--- src/rtl/adxl362_reg_sequencer_if.sv ---
// Host request/response signals and SPI-master byte link of the ADXL362 register sequencer.
// The sequencer connects through the slave modport; the host/SPI-master side uses master.
interface adxl362_reg_sequencer_if #(
    parameter int LEN_WIDTH = 3
);
    logic                 i_Start;
    logic                 i_Rw;
    logic [7:0]           i_Addr;
    logic [LEN_WIDTH-1:0] i_Len;
    logic [7:0]           i_Wr_Data;
    logic                 o_Wr_Req;
    logic [7:0]           o_Rd_Data;
    logic                 o_Rd_Valid;
    logic                 o_Busy;
    logic                 o_Done;
    logic                 o_Err;
    logic [7:0]           o_Tx_Byte;
    logic                 o_Tx_Valid;
    logic                 i_Tx_Hold;
    logic [7:0]           i_Rx_Byte;
    logic                 i_SPI_CSLow;

    modport slave (
        input  i_Start, i_Rw, i_Addr, i_Len, i_Wr_Data, i_Tx_Hold, i_Rx_Byte, i_SPI_CSLow,
        output o_Wr_Req, o_Rd_Data, o_Rd_Valid, o_Busy, o_Done, o_Err, o_Tx_Byte, o_Tx_Valid
    );

    modport master (
        output i_Start, i_Rw, i_Addr, i_Len, i_Wr_Data, i_Tx_Hold, i_Rx_Byte, i_SPI_CSLow,
        input  o_Wr_Req, o_Rd_Data, o_Rd_Valid, o_Busy, o_Done, o_Err, o_Tx_Byte, o_Tx_Valid
    );
endinterface

--- src/rtl/adxl362_reg_sequencer.sv ---
// ADXL362 register-access sequencer: one host request becomes one chip-select frame
// (command, address, N data bytes) on the SPI master byte interface.
module adxl362_reg_sequencer #(
    parameter int         MAX_BURST = 6,
    parameter int         LEN_WIDTH = 3,
    parameter logic [7:0] CMD_WRITE = 8'h0A,
    parameter logic [7:0] CMD_READ  = 8'h0B
) (
    input logic                    clk,
    input logic                    reset,
    adxl362_reg_sequencer_if.slave bus
);
    localparam int CW = LEN_WIDTH + 2;

    typedef enum logic [2:0] {
        S_IDLE,
        S_CMD,
        S_ADDR,
        S_DATA,
        S_WAIT_CS,
        S_DONE
    } state_t;

    state_t state, state_n;

    logic          hold_q, cs_q;
    logic          rw_q, rw_n;
    logic [7:0]    addr_q, addr_n;
    logic [CW-1:0] len_q, len_n;
    logic [CW-1:0] cnt_q, cnt_n;
    logic [CW-1:0] smp_q, smp_n;
    logic          abort_q, abort_n;
    logic [7:0]    tx_byte_q, tx_byte_n;
    logic [7:0]    rd_data_q, rd_data_n;
    logic          tx_valid_q, tx_valid_n;
    logic          busy_q, busy_n;
    logic          done_q, done_n;
    logic          err_q, err_n;
    logic          rd_valid_q, rd_valid_n;
    logic          wr_req_q, wr_req_n;

    logic          hold_rise, hold_fall, cs_rise;
    logic          len_ok, in_frame, last_loaded, abort_ev, smp_ev;
    logic [CW-1:0] len_in;
    logic [7:0]    data_byte;

    assign hold_rise = bus.i_Tx_Hold & ~hold_q;
    assign hold_fall = ~bus.i_Tx_Hold & hold_q;
    assign cs_rise   = bus.i_SPI_CSLow & ~cs_q;

    assign len_in      = CW'(bus.i_Len);
    assign len_ok      = (len_in != '0) && (len_in <= CW'(MAX_BURST));
    assign in_frame    = (state == S_CMD) || (state == S_ADDR) || (state == S_DATA) || (state == S_WAIT_CS);
    // cnt == len in DATA means the last byte is already in the master; only the hold fall is pending
    assign last_loaded = (state == S_DATA) && (cnt_q == len_q);
    assign abort_ev    = cs_rise && ((state == S_CMD) || (state == S_ADDR) || (state == S_DATA)) && !last_loaded;
    assign smp_ev      = in_frame && (hold_fall || cs_rise);
    assign data_byte   = rw_q ? 8'h00 : bus.i_Wr_Data;

    always_comb begin
        state_n    = state;
        rw_n       = rw_q;
        addr_n     = addr_q;
        len_n      = len_q;
        cnt_n      = cnt_q;
        smp_n      = smp_q;
        abort_n    = abort_q;
        tx_byte_n  = tx_byte_q;
        tx_valid_n = tx_valid_q;
        busy_n     = busy_q;
        rd_data_n  = rd_data_q;
        done_n     = 1'b0;
        err_n      = 1'b0;
        rd_valid_n = 1'b0;
        wr_req_n   = 1'b0;

        // Samples 0/1 answer CMD/ADDR; a CS release that aborts the frame never yields data
        if (smp_ev) begin
            smp_n = smp_q + CW'(1);
            if (rw_q && !abort_ev && (smp_q >= CW'(2)) && (smp_q <= len_q + CW'(1))) begin
                rd_valid_n = 1'b1;
                rd_data_n  = bus.i_Rx_Byte;
            end
        end

        if (abort_ev) begin
            tx_valid_n = 1'b0;
            abort_n    = 1'b1;
            state_n    = S_DONE;
        end else begin
            case (state)
                S_IDLE: begin
                    if (bus.i_Start) begin
                        if (len_ok) begin
                            rw_n       = bus.i_Rw;
                            addr_n     = bus.i_Addr;
                            len_n      = len_in;
                            cnt_n      = '0;
                            smp_n      = '0;
                            abort_n    = 1'b0;
                            tx_byte_n  = bus.i_Rw ? CMD_READ : CMD_WRITE;
                            tx_valid_n = 1'b1;
                            busy_n     = 1'b1;
                            state_n    = S_CMD;
                        end else begin
                            err_n = 1'b1;
                        end
                    end
                end
                S_CMD: begin
                    if (hold_rise) begin
                        tx_byte_n = addr_q;
                        state_n   = S_ADDR;
                    end
                end
                S_ADDR: begin
                    if (hold_rise) begin
                        tx_byte_n = data_byte;
                        wr_req_n  = !rw_q;
                        cnt_n     = '0;
                        state_n   = S_DATA;
                    end
                end
                S_DATA: begin
                    if (last_loaded) begin
                        if (hold_fall || cs_rise) begin
                            tx_valid_n = 1'b0;
                            state_n    = cs_rise ? S_DONE : S_WAIT_CS;
                        end
                    end else if (hold_rise) begin
                        cnt_n = cnt_q + CW'(1);
                        if (cnt_q < len_q - CW'(1)) begin
                            tx_byte_n = data_byte;
                            wr_req_n  = !rw_q;
                        end
                    end
                end
                S_WAIT_CS: begin
                    if (cs_rise) state_n = S_DONE;
                end
                S_DONE: begin
                    done_n  = 1'b1;
                    err_n   = abort_q;
                    busy_n  = 1'b0;
                    abort_n = 1'b0;
                    state_n = S_IDLE;
                end
                default: state_n = S_IDLE;
            endcase
        end
    end

    always_ff @(posedge clk or negedge reset) begin
        if (!reset) begin
            state      <= S_IDLE;
            hold_q     <= 1'b0;
            cs_q       <= 1'b1;
            rw_q       <= 1'b0;
            addr_q     <= '0;
            len_q      <= '0;
            cnt_q      <= '0;
            smp_q      <= '0;
            abort_q    <= 1'b0;
            tx_byte_q  <= '0;
            tx_valid_q <= 1'b0;
            busy_q     <= 1'b0;
            done_q     <= 1'b0;
            err_q      <= 1'b0;
            rd_valid_q <= 1'b0;
            rd_data_q  <= '0;
            wr_req_q   <= 1'b0;
        end else begin
            state      <= state_n;
            hold_q     <= bus.i_Tx_Hold;
            cs_q       <= bus.i_SPI_CSLow;
            rw_q       <= rw_n;
            addr_q     <= addr_n;
            len_q      <= len_n;
            cnt_q      <= cnt_n;
            smp_q      <= smp_n;
            abort_q    <= abort_n;
            tx_byte_q  <= tx_byte_n;
            tx_valid_q <= tx_valid_n;
            busy_q     <= busy_n;
            done_q     <= done_n;
            err_q      <= err_n;
            rd_valid_q <= rd_valid_n;
            rd_data_q  <= rd_data_n;
            wr_req_q   <= wr_req_n;
        end
    end

    assign bus.o_Tx_Byte  = tx_byte_q;
    assign bus.o_Tx_Valid = tx_valid_q;
    assign bus.o_Busy     = busy_q;
    assign bus.o_Done     = done_q;
    assign bus.o_Err      = err_q;
    assign bus.o_Rd_Valid = rd_valid_q;
    assign bus.o_Rd_Data  = rd_data_q;
    assign bus.o_Wr_Req   = wr_req_q;
endmodule
--- src/flat_wrapper.sv ---
// flat-port wrapper written by rule: the top's interface ports become plain ports
module adxl362_reg_sequencer_flat 
#(
    parameter int         MAX_BURST = 6,
    parameter int         LEN_WIDTH = 3,
    parameter logic [7:0] CMD_WRITE = 8'h0A,
    parameter logic [7:0] CMD_READ  = 8'h0B
)
  (clk, reset, bus_i_Start, bus_i_Rw, bus_i_Addr, bus_i_Len, bus_i_Wr_Data, bus_i_Tx_Hold, bus_i_Rx_Byte, bus_i_SPI_CSLow, bus_o_Wr_Req, bus_o_Rd_Data, bus_o_Rd_Valid, bus_o_Busy, bus_o_Done, bus_o_Err, bus_o_Tx_Byte, bus_o_Tx_Valid);
  adxl362_reg_sequencer_if #(.LEN_WIDTH(LEN_WIDTH)) bus_i ();
  input logic clk;
  input logic reset;
  input wire logic [$bits(bus_i.i_Start)-1:0] bus_i_Start;
  input wire logic [$bits(bus_i.i_Rw)-1:0] bus_i_Rw;
  input wire logic [$bits(bus_i.i_Addr)-1:0] bus_i_Addr;
  input wire logic [$bits(bus_i.i_Len)-1:0] bus_i_Len;
  input wire logic [$bits(bus_i.i_Wr_Data)-1:0] bus_i_Wr_Data;
  input wire logic [$bits(bus_i.i_Tx_Hold)-1:0] bus_i_Tx_Hold;
  input wire logic [$bits(bus_i.i_Rx_Byte)-1:0] bus_i_Rx_Byte;
  input wire logic [$bits(bus_i.i_SPI_CSLow)-1:0] bus_i_SPI_CSLow;
  output wire logic [$bits(bus_i.o_Wr_Req)-1:0] bus_o_Wr_Req;
  output wire logic [$bits(bus_i.o_Rd_Data)-1:0] bus_o_Rd_Data;
  output wire logic [$bits(bus_i.o_Rd_Valid)-1:0] bus_o_Rd_Valid;
  output wire logic [$bits(bus_i.o_Busy)-1:0] bus_o_Busy;
  output wire logic [$bits(bus_i.o_Done)-1:0] bus_o_Done;
  output wire logic [$bits(bus_i.o_Err)-1:0] bus_o_Err;
  output wire logic [$bits(bus_i.o_Tx_Byte)-1:0] bus_o_Tx_Byte;
  output wire logic [$bits(bus_i.o_Tx_Valid)-1:0] bus_o_Tx_Valid;
  assign bus_i.i_Start = bus_i_Start;
  assign bus_i.i_Rw = bus_i_Rw;
  assign bus_i.i_Addr = bus_i_Addr;
  assign bus_i.i_Len = bus_i_Len;
  assign bus_i.i_Wr_Data = bus_i_Wr_Data;
  assign bus_i.i_Tx_Hold = bus_i_Tx_Hold;
  assign bus_i.i_Rx_Byte = bus_i_Rx_Byte;
  assign bus_i.i_SPI_CSLow = bus_i_SPI_CSLow;
  assign bus_o_Wr_Req = bus_i.o_Wr_Req;
  assign bus_o_Rd_Data = bus_i.o_Rd_Data;
  assign bus_o_Rd_Valid = bus_i.o_Rd_Valid;
  assign bus_o_Busy = bus_i.o_Busy;
  assign bus_o_Done = bus_i.o_Done;
  assign bus_o_Err = bus_i.o_Err;
  assign bus_o_Tx_Byte = bus_i.o_Tx_Byte;
  assign bus_o_Tx_Valid = bus_i.o_Tx_Valid;
  adxl362_reg_sequencer #(.MAX_BURST(MAX_BURST), .LEN_WIDTH(LEN_WIDTH), .CMD_WRITE(CMD_WRITE), .CMD_READ(CMD_READ)) u_core (.clk(clk), .reset(reset), .bus(bus_i));
endmodule
--- config.mk ---
export PLATFORM = sky130hd
export DESIGN_NAME = adxl362_reg_sequencer_flat
export DESIGN_NICKNAME = d
export VERILOG_FILES = /design/src/rtl/adxl362_reg_sequencer_if.sv /design/src/rtl/adxl362_reg_sequencer.sv /design/src/flat_wrapper.sv
export SDC_FILE = /design/constraint.sdc
export NUM_CORES = 1
export LEC_CHECK = 0
export CAP_MARGIN = 20
export CORE_AREA = 2 2 74 76
export DETAILED_ROUTE_END_ITERATION = 6
export DIE_AREA = 0 0 76 78
export DONT_BUFFER_PORTS = 1
export PLACE_DENSITY = 0.76
export SKIP_LAST_GASP = 1
export SYNTH_ARGS = -nofsm -noshare
export SYNTH_HDL_FRONTEND = slang
export SYNTH_SLANG_ARGS = --single-unit
export TNS_END_PERCENT = 10
--- constraint.sdc ---
create_clock -name clk -period 2.6 [get_ports clk]
set_input_delay 0.65 -clock clk [delete_from_list [all_inputs] [get_ports clk]]
set_output_delay 0.65 -clock clk [all_outputs]
set_load 0.02 [all_outputs]
# Yosys cells after proc, flatten, opt, wreduce, memory -nomap -nowiden
# Cells that the tools add are included.
# totals
register_bits	50
input_bits	33
out_inout_bits	22
elab_cells	138
# classes
order_cmp	4
mux	56
bitwise	7
n_reduce_logical	30
addsub	4
eq_ne	20
# ops
cell	n
$mux W8	8
$mux W5	10
$pmux W8 S4	1
$mux W3	8
$mux W1	22
$ne A3 B1 Y1 const B	5
$pmux W3 S5	1
$pmux W5 S3	1
$reduce_and A7 Y1	2
$add A5 B1 Y5 const B	2
$pmux W1 S2	5
$reduce_and A9 Y1	1
$reduce_bool A3 Y1	3
$logic_and A1 B1 Y1	8
$ne A2 B1 Y1 const B	4
$reduce_and A4 Y1	2
$eq A3 B2 Y1 const B	2
$eq A3 B3 Y1 const B	2
$ne A2 B2 Y1 const B	3
$ne A3 B2 Y1 const B	2
$eq A5 B3 Y1	1
$ge A5 B2 Y1 const B	1
$le A5 B5 Y1	1
$lt A5 B5 Y1	1
other kinds (15)	25

# Logic depth before layout (Yosys ltp)
# depth
depth_word	11
ltp_mapped	8
ltp_nobuf	8

# Worst setup path before layout
# Ideal clock, no wire load.
# synth_timing
kind	register to register
start	register u_core.len_q[0]
end	register u_core.rd_data_q[0], in the netlist u_core.bus.o_Rd_Data[0]
synth_period_minus_slack_ns	2.475
path_slack_ns	0.125
t_arrival_ns	2.350
t_required_ns	2.475
setup_time_ns	0.125
n_path_buf	0
path_stages_with_launch	8
cell_sequence	dfrtp_1 inv_1 ha_1 or3_4 nor4_4 nor2_2 a211oi_4 mux2_4
# synth_between
elab_chain_cells	9
word_cells_on_any_way	11
cone_classes	add/sub: 1; order compare: 1; eq/ne: 1; reduce/logical: 8
# synth_lines
item	line	source
start, declared	adxl362_reg_sequencer.sv:29	logic [CW-1:0] len_q, len_n;
start signal, assigned	adxl362_reg_sequencer.sv:178	len_q <= len_n;
parallel branches: the longest is 7 deep, another holds $le A5 B5 Y1	--	
$logic_and A1 B1 Y1 (*)	adxl362_reg_sequencer.sv:80	if (rw_q && !abort_ev && (smp_q >= CW'(2)) && (smp_q <= len_q + CW'(1))) begin
$reduce_and A2 Y1 (no line) (*)	--	
end signal, assigned	adxl362_reg_sequencer.sv:188	rd_data_q <= rd_data_n;
end, declared	adxl362_reg_sequencer.sv:34	logic [7:0] rd_data_q, rd_data_n;
# Every way passes the cells marked *.
# A chain may end at the register's enable or synchronous reset.

# Worst setup path in the final report
# layout_timing
start	register u_core.len_q[0]
end	register u_core.rd_data_q[5], in the netlist u_core.bus.o_Rd_Data[5]
# Same word-level chain as after synthesis.

==> results.cfg <==
[yosys]
synth-warning-count = 0
yosys.cell_types.count = 52
synthesis.area_mm2 = 0.00277
netlist_top_cells_area = sky130_fd_sc_hd__dfrtp_1 (44%), sky130_fd_sc_hd__mux2_4 (8.7%), sky130_fd_sc_hd__ha_1 (6.3%)
synth.largest_area_cell = sky130_fd_sc_hd__dfrtp_1
synthesis.nets = 311
synthMostInstantiatedCell = sky130_fd_sc_hd__dfrtp_1
syn_avg_cell_area_um2 = 10.5
synthFlopType = sky130_fd_sc_hd__dfrtp_1
syn-instance-count = 264
ys_ff_latch = 50
synthArstFlopShare_pct = 100
synth_largest_type_area_fraction_pct = 44.3
synth_edf_count = 0
seq_area_frac_synth_pct = 45.3
yosys-top-cells-count = sky130_fd_sc_hd__dfrtp_1 (49), sky130_fd_sc_hd__nand2_1 (35), sky130_fd_sc_hd__nor2_1 (21)

[critical_path]
setup.reg_to_reg.worst_slack_ns = 0.1
timing.critical_path.from = u_core.len_q[0]
path_cells = inv_1 -> ha_1 -> or3_4 -> nor4_4 -> nor2_2 -> a211oi_4 -> buf_4 -> mux2_4
path_delay_family = simple AND/OR/NAND/NOR gates
slowest_stage = sky130_fd_sc_hd__dfrtp_1
timing.critical_path.arrival_ns = 2.69
slowest_delay_ns = 0.41
worst_setup_path_start_kind = register
crit_end_element = register
critPathMaxFanout = 9
cp_data_required_time_ns = 2.79
timing.reg2reg.worst_path_depth = 8
setup.worst_path.class = register to register
critical_path.reg2reg.endpoint = u_core.bus.o_Rd_Data[5]
worst_r2r_startpoint = u_core.len_q[0]
critical_path_buf_inv_count = 2

[final_layout]
num_antenna_cells = 0
final-instance-count-excl-fill = 339
drive_above_1_share_pct = 18.6
nets_finish = 315
area_growth_syn_to_layout_pct = 7.46
fillers = 435

[power]
worst_ir_drop_vdd_mv = 0.604
clock_power_share_pct = 12.3
switching_power_uw = 1610
power.static_leakage_uw = 0.00137
p_sw_share_pct = 42.7
powerDensity_mw_per_mm2 = 1270
combinationalPowerShare_pct = 45.7
internal_power_uw = 2160
power_frac_seq_pct = 41.9

[floorplan]
core-area_mm2 = 0.00504
floorplan.rows = 26
die_height_um = 78
die-area_mm2 = 0.00593
die_x_um = 76
starting_utilization_of_the_core_area_pct = 54.9
ios = 55

[place]
hpwl_mm = 4.23
io_buffers = 0
dp_worst_setup_slack_ns = 0.0998
placedCellCount = 331
gp_congestion = 0.865

[drt]
dr_total_vias = 1952
drt_pass1_iterations = 4
detail_route.iter0.violations = 182
routed_wirelength_mm = 5.67
detail_route.vias_per_cell = 5.76
drcViolationCount = 0
wire_per_inst_um = 16.7
antenna_violating_nets_left = 0

[timing]
report.final.slew_viol_count = 0
final_min_period_over_clock_period_pct = 96.2
tightestPinTransition_ns = 0.733
timing.final.hold_violations = 0
setup_repair_after_global_routing_missed_its_margin = false
finClkSkew_ns = 0.00590
setup_tns_ns = 0
layout_min_cycle_time_ns = 2.50
fmaxAchievable_mhz = 400
final-setup-viol-count = 0
relSlewSlack_pct = 51.1
finalWorstSetupSlack_ns = 0.0998

[clocking]
clk_latency_ns = 0.30
cts_made_buffers = 5
cts-root-to-sink-buffers = 2
clock_tree.htree_level_count = 2
ctsRootBufferMaster = sky130_fd_sc_hd__clkbuf_8
cts.reportedPaths.clkPinSlew_ns = 0.09
clock-sinks = 50
tritoncts_clock_tree = yes
post_cts.repair.setup_buffers = 0
cts_repair_resize_count = 0
hold_buffers = 0

[global_route]
initial_antenna_violation_count = 0
remaining_overflow_grt = 0
grt_start_max_net_pins = 51
first_global_vias = 1947
grt_first_pass_wirelength_mm = 9.57
overall_global_routing_resource_usage_pct = 20.5

[min_path]
hold_path.class = input port to async pin

[outcome]
run_status = complete, no violations

[flow_run]
timing.max_cap.violations = 0
==> sequential cells by signal, summed over array words and instances (netlist names), 3 cells and up <==
signal	cells
u_core.addr_q	8
u_core.bus.o_Rd_Data	8
u_core.bus.o_Tx_Byte	8
u_core.cnt_q	5
u_core.len_q	3
u_core.smp_q	5
u_core.state	3
==> worst register-to-register path, stage by stage, from the launching register on <==
cell                       delay [ns]
sky130_fd_sc_hd__dfrtp_1         0.41
sky130_fd_sc_hd__inv_1           0.14
sky130_fd_sc_hd__ha_1            0.26
sky130_fd_sc_hd__or3_4           0.39
sky130_fd_sc_hd__nor4_4          0.29
sky130_fd_sc_hd__nor2_2          0.11
sky130_fd_sc_hd__a211oi_4        0.22
sky130_fd_sc_hd__buf_4           0.24
sky130_fd_sc_hd__mux2_4          0.32
==> power groups by stage <==
| stage | sequential [uW] | combinational, uW | clock (uW) |
|---|---|---|---|
| finish | 1580 | 1730 | 466 |
| global route | 1630 | 1930 | 515 |
| CTS | 1580 | 1740 | 482 |
| detailed placement | 1590 | 1730 | 0 |
| global placement | 1580 | 1660 | 0 |
| floorplan | 1440 | 1460 | 0 |
==> per-stage QoR <==
| step | utilization [%] | hold slack (ns) | cell area (um2) | total power (uW) |
|---|---|---|---|---|
| 6_report | 59.0 | 0.0281 | 2970 | 3780 |
| 5_1_grt | 59.0 | 0.00725 | 2970 | 4070 |
| 4_1_cts | 59.0 | 0.0169 | 2970 | 3800 |
| 3_5_place_dp | 57.1 | 0.356 | 2880 | 3320 |
| 3_3_place_gp | 57.1 | 0.356 | 2880 | 3240 |
| 2_1_floorplan | - | 0.354 | 2770 | 2890 |
==> cells in the final DEF (no fill, tap or decap), types with 2 or more instances in the layout <==
cell | netlist | final
sky130_fd_sc_hd__dfrtp_1 | 49 | 49
sky130_fd_sc_hd__nand2_1 | 35 | 35
sky130_fd_sc_hd__nor2_1 | 21 | 21
sky130_fd_sc_hd__mux2_4 | 16 | 16
sky130_fd_sc_hd__o21ai_0 | 15 | 15
sky130_fd_sc_hd__ha_1 | 14 | 14
sky130_fd_sc_hd__inv_1 | 12 | 12
sky130_fd_sc_hd__a21oi_1 | 10 | 10
sky130_fd_sc_hd__buf_4 | 1 | 9
sky130_fd_sc_hd__nand3_1 | 8 | 8
sky130_fd_sc_hd__nor2b_1 | 7 | 7
sky130_fd_sc_hd__o31ai_1 | 7 | 7
sky130_fd_sc_hd__clkbuf_8 | 0 | 6
sky130_fd_sc_hd__xor2_1 | 5 | 5
sky130_fd_sc_hd__nand2b_1 | 4 | 4
sky130_fd_sc_hd__nand4_1 | 4 | 4
sky130_fd_sc_hd__a22oi_1 | 4 | 4
sky130_fd_sc_hd__xnor2_1 | 3 | 3
sky130_fd_sc_hd__or3_1 | 2 | 2
sky130_fd_sc_hd__a211oi_1 | 2 | 2
sky130_fd_sc_hd__or2_2 | 2 | 2
sky130_fd_sc_hd__o2111ai_1 | 2 | 2
sky130_fd_sc_hd__nor4b_1 | 2 | 2
sky130_fd_sc_hd__a31oi_1 | 2 | 2
==> worst max-delay path by stage <==
stage | end | slack, ns | cells after the start
6_report | u_core.bus.o_Rd_Data[5] | 0.1 | 8
5_1_grt | u_core.bus.o_Rd_Data[5] | 0.02 | 8
4_1_cts | u_core.bus.o_Rd_Data[5] | 0.08 | 8
3_5_place_dp | u_core.bus.o_Rd_Data[5] | 0.1 | 8
3_3_place_gp | u_core.bus.o_Rd_Data[3] | 0.15 | 8
2_1_floorplan | u_core.bus.o_Rd_Data[0] | 0.13 | 7
==> cell families (layout without fill, tap and decap cells) <==
group,count (synthesis),count (layout),synth area share (%)
muxes,16,16,8.68
xor gates and xnor gates,9,9,3.12
and+or+nand+nor,100,100,20.3
adders and majority gates,14,14,6.33
buffers and inverters,26,31,4.07
AOI/OAI and AO/OA,49,49,12.3
DFF,50,50,45.3
==> metal layers <==
layer | part of all wire, % | up-vias | track usage [%]
met5 | 0 | - | 0
met4 | 1.4 | 0 | 6.73
met3 | 6.9 | 9 | 6.16
met2 | 47 | 57 | 31.7
met1 | 45 | 959 | 27.7
li1 | - | 927 | -
==> final cells by class <==
type	instances	area (um2)	share of cell area, %
Multi-Input combinational cell	188	1400	47.1
Timing Repair Buffer	10	87.6	2.95
Clock buffer	6	82.6	2.78
Inverter	13	48.8	1.64
Sequential cell	50	1250	42.1
Tap cell	70	87.6	2.95
Clock inverter	2	12.5	0.421
Power figures use the tool's default switching activity.
